[src/rtl/digdug_video_timing.sv]
// DigDug video timing: 6 MHz pixel enable from the 48 MHz master clock, PH/PV counters,
// frame-latched sync offsets, and a one-slot registered sync/blank/RGB output stage.
module digdug_video_timing #(
  parameter int CLK_DIV  = 8,
  parameter int H_TOTAL  = 384,
  parameter int H_VIS    = 288,
  parameter int HS_START = 304,
  parameter int HS_LEN   = 32,
  parameter int V_TOTAL  = 264,
  parameter int V_VIS    = 224,
  parameter int VS_START = 240,
  parameter int VS_LEN   = 3
) (
  input  logic       MCLK,
  input  logic       RESET_N,
  input  logic [3:0] HOFS,
  input  logic [3:0] VOFS,
  input  logic [7:0] POUT,
  output logic       CE_PIX,
  output logic [8:0] PH,
  output logic [8:0] PV,
  output logic       HSYNC,
  output logic       VSYNC,
  output logic       HBLK,
  output logic       VBLK,
  output logic       DE,
  output logic [2:0] R,
  output logic [2:0] G,
  output logic [1:0] B
);

  localparam int DW = (CLK_DIV > 1) ? $clog2(CLK_DIV) : 1;
  localparam logic [DW-1:0] DIV_LAST = DW'(CLK_DIV - 1);

  logic [DW-1:0] div_r;
  logic [DW-1:0] div_nxt_s;
  logic          ce_r;
  logic [8:0]    ph_r;
  logic [8:0]    pv_r;
  logic [3:0]    hofs_r;
  logic [3:0]    vofs_r;
  logic          line_end_s;
  logic          frame_end_s;
  logic [9:0]    ph_ext_s;
  logic [9:0]    pv_ext_s;
  logic [9:0]    hs_lo_s;
  logic [9:0]    hs_hi_s;
  logic [9:0]    vs_lo_s;
  logic [9:0]    vs_hi_s;
  logic          hb_s;
  logic          vb_s;
  logic          hs_s;
  logic          vs_s;
  logic          hsync_r;
  logic          vsync_r;
  logic          hblk_r;
  logic          vblk_r;
  logic          de_r;
  logic [2:0]    r_r;
  logic [2:0]    g_r;
  logic [1:0]    b_r;

  // Divider next value; wraps after CLK_DIV-1.
  always_comb begin
    div_nxt_s = {DW{1'b0}};
    if (div_r == DIV_LAST) begin
      div_nxt_s = {DW{1'b0}};
    end else begin
      div_nxt_s = div_r + DW'(1);
    end
  end

  // Divider state; CE is registered so it is high exactly while the divider sits at CLK_DIV-1.
  always_ff @(posedge MCLK or negedge RESET_N) begin
    if (!RESET_N) begin
      div_r <= {DW{1'b0}};
      ce_r  <= 1'b0;
    end else begin
      div_r <= div_nxt_s;
      ce_r  <= (div_nxt_s == DIV_LAST);
    end
  end

  assign line_end_s  = (ph_r == 9'(H_TOTAL - 1));
  assign frame_end_s = line_end_s && (pv_r == 9'(V_TOTAL - 1));

  // Pixel/line counters and the frame-start offset latch.
  always_ff @(posedge MCLK or negedge RESET_N) begin
    if (!RESET_N) begin
      ph_r   <= 9'd0;
      pv_r   <= 9'd0;
      hofs_r <= 4'd0;
      vofs_r <= 4'd0;
    end else if (ce_r) begin
      if (line_end_s) begin
        ph_r <= 9'd0;
        pv_r <= frame_end_s ? 9'd0 : (pv_r + 9'd1);
      end else begin
        ph_r <= ph_r + 9'd1;
      end
      if (frame_end_s) begin
        hofs_r <= HOFS;
        vofs_r <= VOFS;
      end
    end
  end

  // Raw timing on the current position; offsets are signed and sign-extended into 10-bit space.
  always_comb begin
    ph_ext_s = {1'b0, ph_r};
    pv_ext_s = {1'b0, pv_r};
    hs_lo_s  = 10'(HS_START) + {{6{hofs_r[3]}}, hofs_r};
    hs_hi_s  = hs_lo_s + 10'(HS_LEN);
    vs_lo_s  = 10'(VS_START) + {{6{vofs_r[3]}}, vofs_r};
    vs_hi_s  = vs_lo_s + 10'(VS_LEN);
    hb_s     = (ph_ext_s >= 10'(H_VIS));
    vb_s     = (pv_ext_s >= 10'(V_VIS));
    hs_s     = (ph_ext_s >= hs_lo_s) && (ph_ext_s < hs_hi_s);
    vs_s     = (pv_ext_s >= vs_lo_s) && (pv_ext_s < vs_hi_s);
  end

  // Output stage: one pixel slot behind PH/PV; blanked pixels are forced to black.
  always_ff @(posedge MCLK or negedge RESET_N) begin
    if (!RESET_N) begin
      hsync_r <= 1'b0;
      vsync_r <= 1'b0;
      hblk_r  <= 1'b0;
      vblk_r  <= 1'b0;
      de_r    <= 1'b0;
      r_r     <= 3'd0;
      g_r     <= 3'd0;
      b_r     <= 2'd0;
    end else if (ce_r) begin
      hsync_r <= hs_s;
      vsync_r <= vs_s;
      hblk_r  <= hb_s;
      vblk_r  <= vb_s;
      de_r    <= ~(hb_s | vb_s);
      if (hb_s | vb_s) begin
        r_r <= 3'd0;
        g_r <= 3'd0;
        b_r <= 2'd0;
      end else begin
        r_r <= POUT[2:0];
        g_r <= POUT[5:3];
        b_r <= POUT[7:6];
      end
    end
  end

  assign CE_PIX = ce_r;
  assign PH     = ph_r;
  assign PV     = pv_r;
  assign HSYNC  = hsync_r;
  assign VSYNC  = vsync_r;
  assign HBLK   = hblk_r;
  assign VBLK   = vblk_r;
  assign DE     = de_r;
  assign R      = r_r;
  assign G      = g_r;
  assign B      = b_r;

endmodule

[config.mk]
export PLATFORM = sky130hd
export DESIGN_NAME = digdug_video_timing
export DESIGN_NICKNAME = d
export VERILOG_FILES = /design/src/rtl/digdug_video_timing.sv
export SDC_FILE = /design/constraint.sdc
export NUM_CORES = 1
export LEC_CHECK = 0
export CAP_MARGIN = 5
export CELL_PAD_IN_SITES_DETAIL_PLACEMENT = 0
export CELL_PAD_IN_SITES_GLOBAL_PLACEMENT = 2
export CORE_AREA = 2 2 73 110
export DETAILED_ROUTE_END_ITERATION = 10
export DIE_AREA = 0 0 75 112
export PLACE_DENSITY_LB_ADDON = 0.1
export SYNTH_ARGS = -nofsm -noshare
export SYNTH_HDL_FRONTEND = slang
export SYNTH_SLANG_ARGS = --single-unit
[constraint.sdc]
create_clock -name MCLK -period 2 [get_ports MCLK]
set_input_delay 0.3 -clock MCLK [delete_from_list [all_inputs] [get_ports MCLK]]
set_output_delay 0.3 -clock MCLK [all_outputs]
set_load 0.01 [all_outputs]
# After elaboration in Yosys (flattened, before gate mapping)
# Cells that the tools add are included.
# W data, S select, Z words.
[word_totals]
reg_bits = 43
in_bits = 18
out_inout_bits = 32
wordCells = 44
[classes]
n_addsub = 7
magnitude_cmp = 6
n_eq_ne = 4
muxes = 6
bitwise_logic = 2
n_reduce_logical = 5
[ops]
columns = ["cell", "n"]
rows = [
  ["$ge A9 B10 Y1", 2],
  ["$lt A9 B10 Y1", 2],
  ["$add A9 B1 Y9 const B", 2],
  ["$eq A9 B9 Y1 const B", 2],
  ["$mux W9", 2],
  ["$add A10 B2 Y10 const B", 1],
  ["$add A10 B6 Y10 const B", 1],
  ["$add A9 B10 Y10 const A", 1],
  ["$add A9 B4 Y10 const A", 1],
  ["$ge A9 B8 Y1 const B", 1],
  ["$ge A9 B9 Y1 const B", 1],
  ["$mux W3", 3],
  ["$eq A3 B3 Y1 const B", 2],
  ["$reduce_and A2 Y1", 2],
  ["$add A3 B1 Y3 const B", 1],
  ["$logic_and A1 B1 Y1", 3],
  ["$mux W2", 1],
  ["$not A1 Y1", 1],
  ["$or A1 B1 Y1", 1],
]

# Logic depth before layout (Yosys ltp)
# Gate-level depths: netlist of the first run.
[logic_depth]
depth_word = 4
mapped_depth = 9
ltp_nobuf = 9

# Worst setup path after synthesis of the first run
# OpenSTA, ideal clock, no wires.
[synth_path]
path_kind = "reg2reg"
from = "register ph_r[1], in the netlist PH[1]"
to = "register hofs_r[0]"
setup_ns = 0.125
t_arrival_ns = 1.710
required_time_ns = 1.875
setup_slack_ns = 0.165
stages_incl_launch_ff = 8
path_buffers = 2
synth_period_minus_slack_ns = 1.835
path_cell_list = "dfrtp_1 ha_1 and4_1 buf_4 nand4_4 or2_1 buf_6 mux2_4"
[synth_between]
elab_chain_cells = 3
[synth_lines]
columns = ["item", "line_no", "rtl"]
rows = [
  ["from (decl)", "38", "logic [8:0] ph_r;"],
  ["from (signal assigned)", "99", "ph_r <= ph_r + 9'd1;"],
  ["$eq A9 B9 Y1", "84", "assign line_end_s = (ph_r == 9'(H_TOTAL - 1));"],
  ["$logic_and A1 B1 Y1", "85", "assign frame_end_s = line_end_s && (pv_r == 9'(V_TOTAL - 1));"],
  ["$reduce_and A2 Y1 (no line)", "--", ""],
  ["to (signal assigned)", "92", "hofs_r <= 4'd0;"],
  ["to (signal assigned)", "102", "hofs_r <= HOFS;"],
  ["to (decl)", "40", "logic [3:0] hofs_r;"],
]
# No other way between the ends.
# A chain may end at the register's enable or synchronous reset.

# Worst setup path after layout of the first run
[layout_path]
from = "register ph_r[0], in the netlist PH[0]"
to = "register hofs_r[1]"
# Same word-level chain as after synthesis.

==> reports/results.env, run 1 <==
DRTPASS1ITERATIONS=4
GRT_PASS1_VIAS=1935
TIMING_WORST_SLEW_PIN_VALUE_NS=0.5560
CP-START-KIND='register'
SYNTH_CELL_TYPES=42
HIGHEST_METAL_LAYER_USED_BY_THE_DETAILED_ROUTER='met4'
OUTCOME='finished, final reports clean'
DIE_X_UM=75
STD_CELL_ROWS=39
R2R_END='hofs_r[1]$_DFFE_PN0P_'
FLOORPLAN.DIE_AREA_MM2=0.008400
START_UTIL_PCT=31.29
SYNTH.LARGEST_AREA_CELL='dfrtp_1'
MOST_INSTANTIATED_LIBRARY_CELL_AFTER_SYNTHESIS='dfrtp_1'
WORST_SETUP_PATH_END_KIND='register'
FIN_CRIT_NS=1.884
DETAIL_ROUTE.ITER0.VIOLATIONS=41
MAXIMUM_NUMBER_OF_PINS_ON_ONE_NET_BEFORE_GLOBAL_ROUTE_REPAIR=25
CLOCK_LATENCY_NS=0.28
WORST_R2R_PATH_DEPTH=5
CTS.SINKS=43
YS.FLOP_TYPE='dfrtp_1'
DRT-TOTAL-WL_MM=5.979
MAXCAPVIOLATIONS=0
CTS-HTREE-LEVELS=2
SEQUENTIAL_CELL_AREA_MM2=0.001076
CORE_MM2=0.007466
LAYOUT-DRIVE-GT1-SHARE_PCT=18.53
R2R_SETUP_SLACK_NS=0.12
WORST_IR_DROP_VDD_V=0.0002947
GP_ROUTABILITY_CONGESTION=0.7373
MAXCLOCKFREQUENCY_GHz=0.5308
CRIT_REQUIRED_NS=2.17
FINALMAXSLEWVIOLATIONS=0
SYNTH_ASYNC_SR_FLOP_SHARE_PCT=100.0
PLACE_INST=378
GRT.TOTAL_USAGE_PCT=15.43
FIN_SKEW_NS=0.004202
DIE-HEIGHT_UM=112
CRITICAL_PATH.MAX_FANOUT=8
SYNTH_SEQ_CELLS=43
WL_MET1_MM=2.465
TOTAL_LEAKAGE_POWER_nW=1.549
SYNTH.TOP_CELLS.BY_COUNT='dfrtp_1, ha_1, inv_1, nand2_1'
WORSTHOLDPATHTYPE='primary input to async pin'
RSZ0062_AT_GRT='false'
ROUTE.DETAILED.DRC=0
DETAILEDPLACE.WORSTSLACK_NS=0.05998
CTS-BUFFERS-INSERTED=5
GRT_OVERFLOW=0
ANTENNA_LEFT=0
FINISH.NET_COUNT=328
DESIGN.PORTCOUNT=50
FILL_CELLS=758
PLACE.DETAILED.HPWL_MM=4.589
IO_BUFFER_COUNT=49
ROUTED_VIA_DENSITY=4.768
PLACED_AREA_MM2=0.003088
SYNTH_SEQ_AREA_SHARE_PCT=46.06
POWERDENSITY_mW_PER_MM2=606.3
YOSYS.AREA.TOP_TYPE_SHARE_PCT=46.06
CLK_PIN_SLEW_WORST_SETUP_HOLD_PATHS_NS=0.06
INSTANCES_NO_FILL=388
WIRE_LENGTH_OF_THE_FIRST_GLOBAL_ROUTING_PASS_MM=9.687
MULTI_INPUT_COMB_AREA_MM2=0.001192
DETAILROUTE.WIRELENGTH.MET2_MM=3.261
CTS.ROOT.BUFFER_CELL='clkbuf_16'
SYNTHESIS.INSTANCES=209
WORST_EP_ARRIVAL_TIME_NS=2.05
WL_MET3_UM=137
NUMBER_OF_FLOPS_MAPPED_TO_ENABLE_CELLS_BY_YOSYS=0
PERIOD_SHARE_PCT=94.20
SETUP-TNS-FINAL_NS=0
POST_DRT_WL_PER_CELL_UM=15.41
TOTAL_POWER_mW=2.009
R2R-START='PH[0]$_DFFE_PN0P_'
TIMING.FINAL.WS_SETUP_NS=0.1160
AREAGROWTHSYNTHTOFINISH_PCT=41.83
FINAL_HOLD_VIOLATING_ENDPOINTS=0
SLEW_HEADROOM_PCT=62.93
NUMBER_OF_VIAS_AFTER_DETAILED_ROUTING=1850
MAX-CLOCK-PATH-BUFFERS=2
SYN-MEAN-INSTANCE-AREA_UM2=11.18
FINALSETUPVIOLCOUNT=0
SYNTHTOPCELLSBYAREA='dfrtp_1, ha_1, mux2_4, a22o_1, xor2_1'
FINAL_DESIGN_AREA_NO_FILL_MM2=0.003313
SYNTH_AREA_MM2=0.002336
MAPPEDNETLISTNETS=252
CRITICAL_PATH_CLASS='register to register'
ANT_CELLS=0
YS.WARNINGS.COUNT=0
INITIAL_ANTENNA_VIOLATION_COUNT=0
TRITONCTS='yes'
[repair_timing]
action / CTS / global route
hold buffers: 1 / 0
gates resized for setup: 0 / 8
hold endpoints to repair: 4 / 0
setup buffers: 0 / 1
setup endpoints to repair: 0 / 1
[layout by cell type (no fill, tap or decap), drive strengths merged, types with 2 or more instances in the layout]
master,instances
a21o,3
o21ai,7
a31oi,2
nand4,4
xnor2,5
a22o,8
and4,2
dfrtp,43
buf,26
o41ai,2
nor4,3
nand2b,2
clkbuf,6
nand3,7
nor2,8
ha,25
o21a,3
nor2b,4
and2,2
and3,3
xor2,7
o211ai,3
a21oi,3
inv,16
clkdlybuf4s50,48
nor3,4
nand2,16
mux2,10
[cells by family (layout without fill, tap and decap cells)]
logic type,Yosys count,after routing,synth area share (%)
AO/OA/AOI/OAI,37,37,11.46
flip-flops,43,43,46.06
multiplexers,11,11,6.535
AND/OR/NAND/NOR,59,59,13.71
XOR/XNOR,12,12,4.499
buffers and inverters,22,99,4.339
adder cells (fa/ha/maj),25,25,13.39
[stage by stage]
step	util [%]	hold WS (ns)
2_1_floorplan	-	0.004409
3_3_place_gp	41.36	0.1247
3_5_place_dp	41.36	0.1256
4_1_cts	43.82	0.3587
5_1_grt	44.38	0.3747
6_report	44.38	0.3580
[power by group]
group / switching, mW / internal, mW / leakage, nW
clock: 0.336 / 0.621 / 0.0868
sequential: 0.00960 / 0.886 / 0.544
combinational: 0.0645 / 0.0915 / 0.918
total: 0.410 / 1.60 / 1.55
[flip-flops by register name (all words and copies together) (netlist names)]
name,cells
B,2
VSYNC,1
R,3
div_r,3
CE_PIX,1
DE,1
PV,9
VBLK,1
G,3
HBLK,1
hofs_r,4
PH,9
HSYNC,1
vofs_r,4
[critical path: stages, from the launching register on]
cell	delay, ns
dfrtp_1	0.38
ha_1	0.23
and4_1	0.23
nand4_4	0.11
or2_1	0.47
mux2_4	0.34
[worst max-delay path by stage]
stage	end	slack (ns)	start	depth (start not counted)
after global placement	VSYNC$_DFFE_PN0P_	0.12	vofs_r[1]$_DFFE_PN0P_	9
after floorplan	hofs_r[0]$_DFFE_PN0P_	0.16	PH[1]$_DFFE_PN0P_	7
final	hofs_r[1]$_DFFE_PN0P_	0.12	PH[0]$_DFFE_PN0P_	5
after CTS	VSYNC$_DFFE_PN0P_	0.06	vofs_r[1]$_DFFE_PN0P_	9
after detailed placement	VSYNC$_DFFE_PN0P_	0.06	vofs_r[1]$_DFFE_PN0P_	9
after global routing	VSYNC$_DFFE_PN0P_	0.008	vofs_r[0]$_DFFE_PN0P_	7
[cell type report]
class	count	area share, %
Clock buffer	6	4.192
Clock inverter	2	1.057
Inverter	16	1.813
Multi-Input combinational cell	144	35.99
Sequential cell	43	32.48
Tap cell	102	3.852
Timing Repair Buffer	75	20.62
[per-layer routing]
metal / vias up / track usage (%)
met5: - / 0
met4: 0 / 7.024
met3: 6 / 1.900
met2: 35 / 26.90
met1: 914 / 18.18
li1: 895 / -
No activity file was read; power rests on OpenSTA's default activity.
==> run 2, diff against run 1 <==
--- a/config.mk
+++ b/config.mk
@@ -12,6 +12,7 @@
 export DETAILED_ROUTE_END_ITERATION = 10
 export DIE_AREA = 0 0 75 112
 export PLACE_DENSITY_LB_ADDON = 0.1
+export SKIP_LAST_GASP = 1
 export SYNTH_ARGS = -nofsm -noshare
 export SYNTH_HDL_FRONTEND = slang
 export SYNTH_SLANG_ARGS = --single-unit
==> results of run 2 <==
Same layout as run 1: the final DEF is identical, and so are final timing and power.
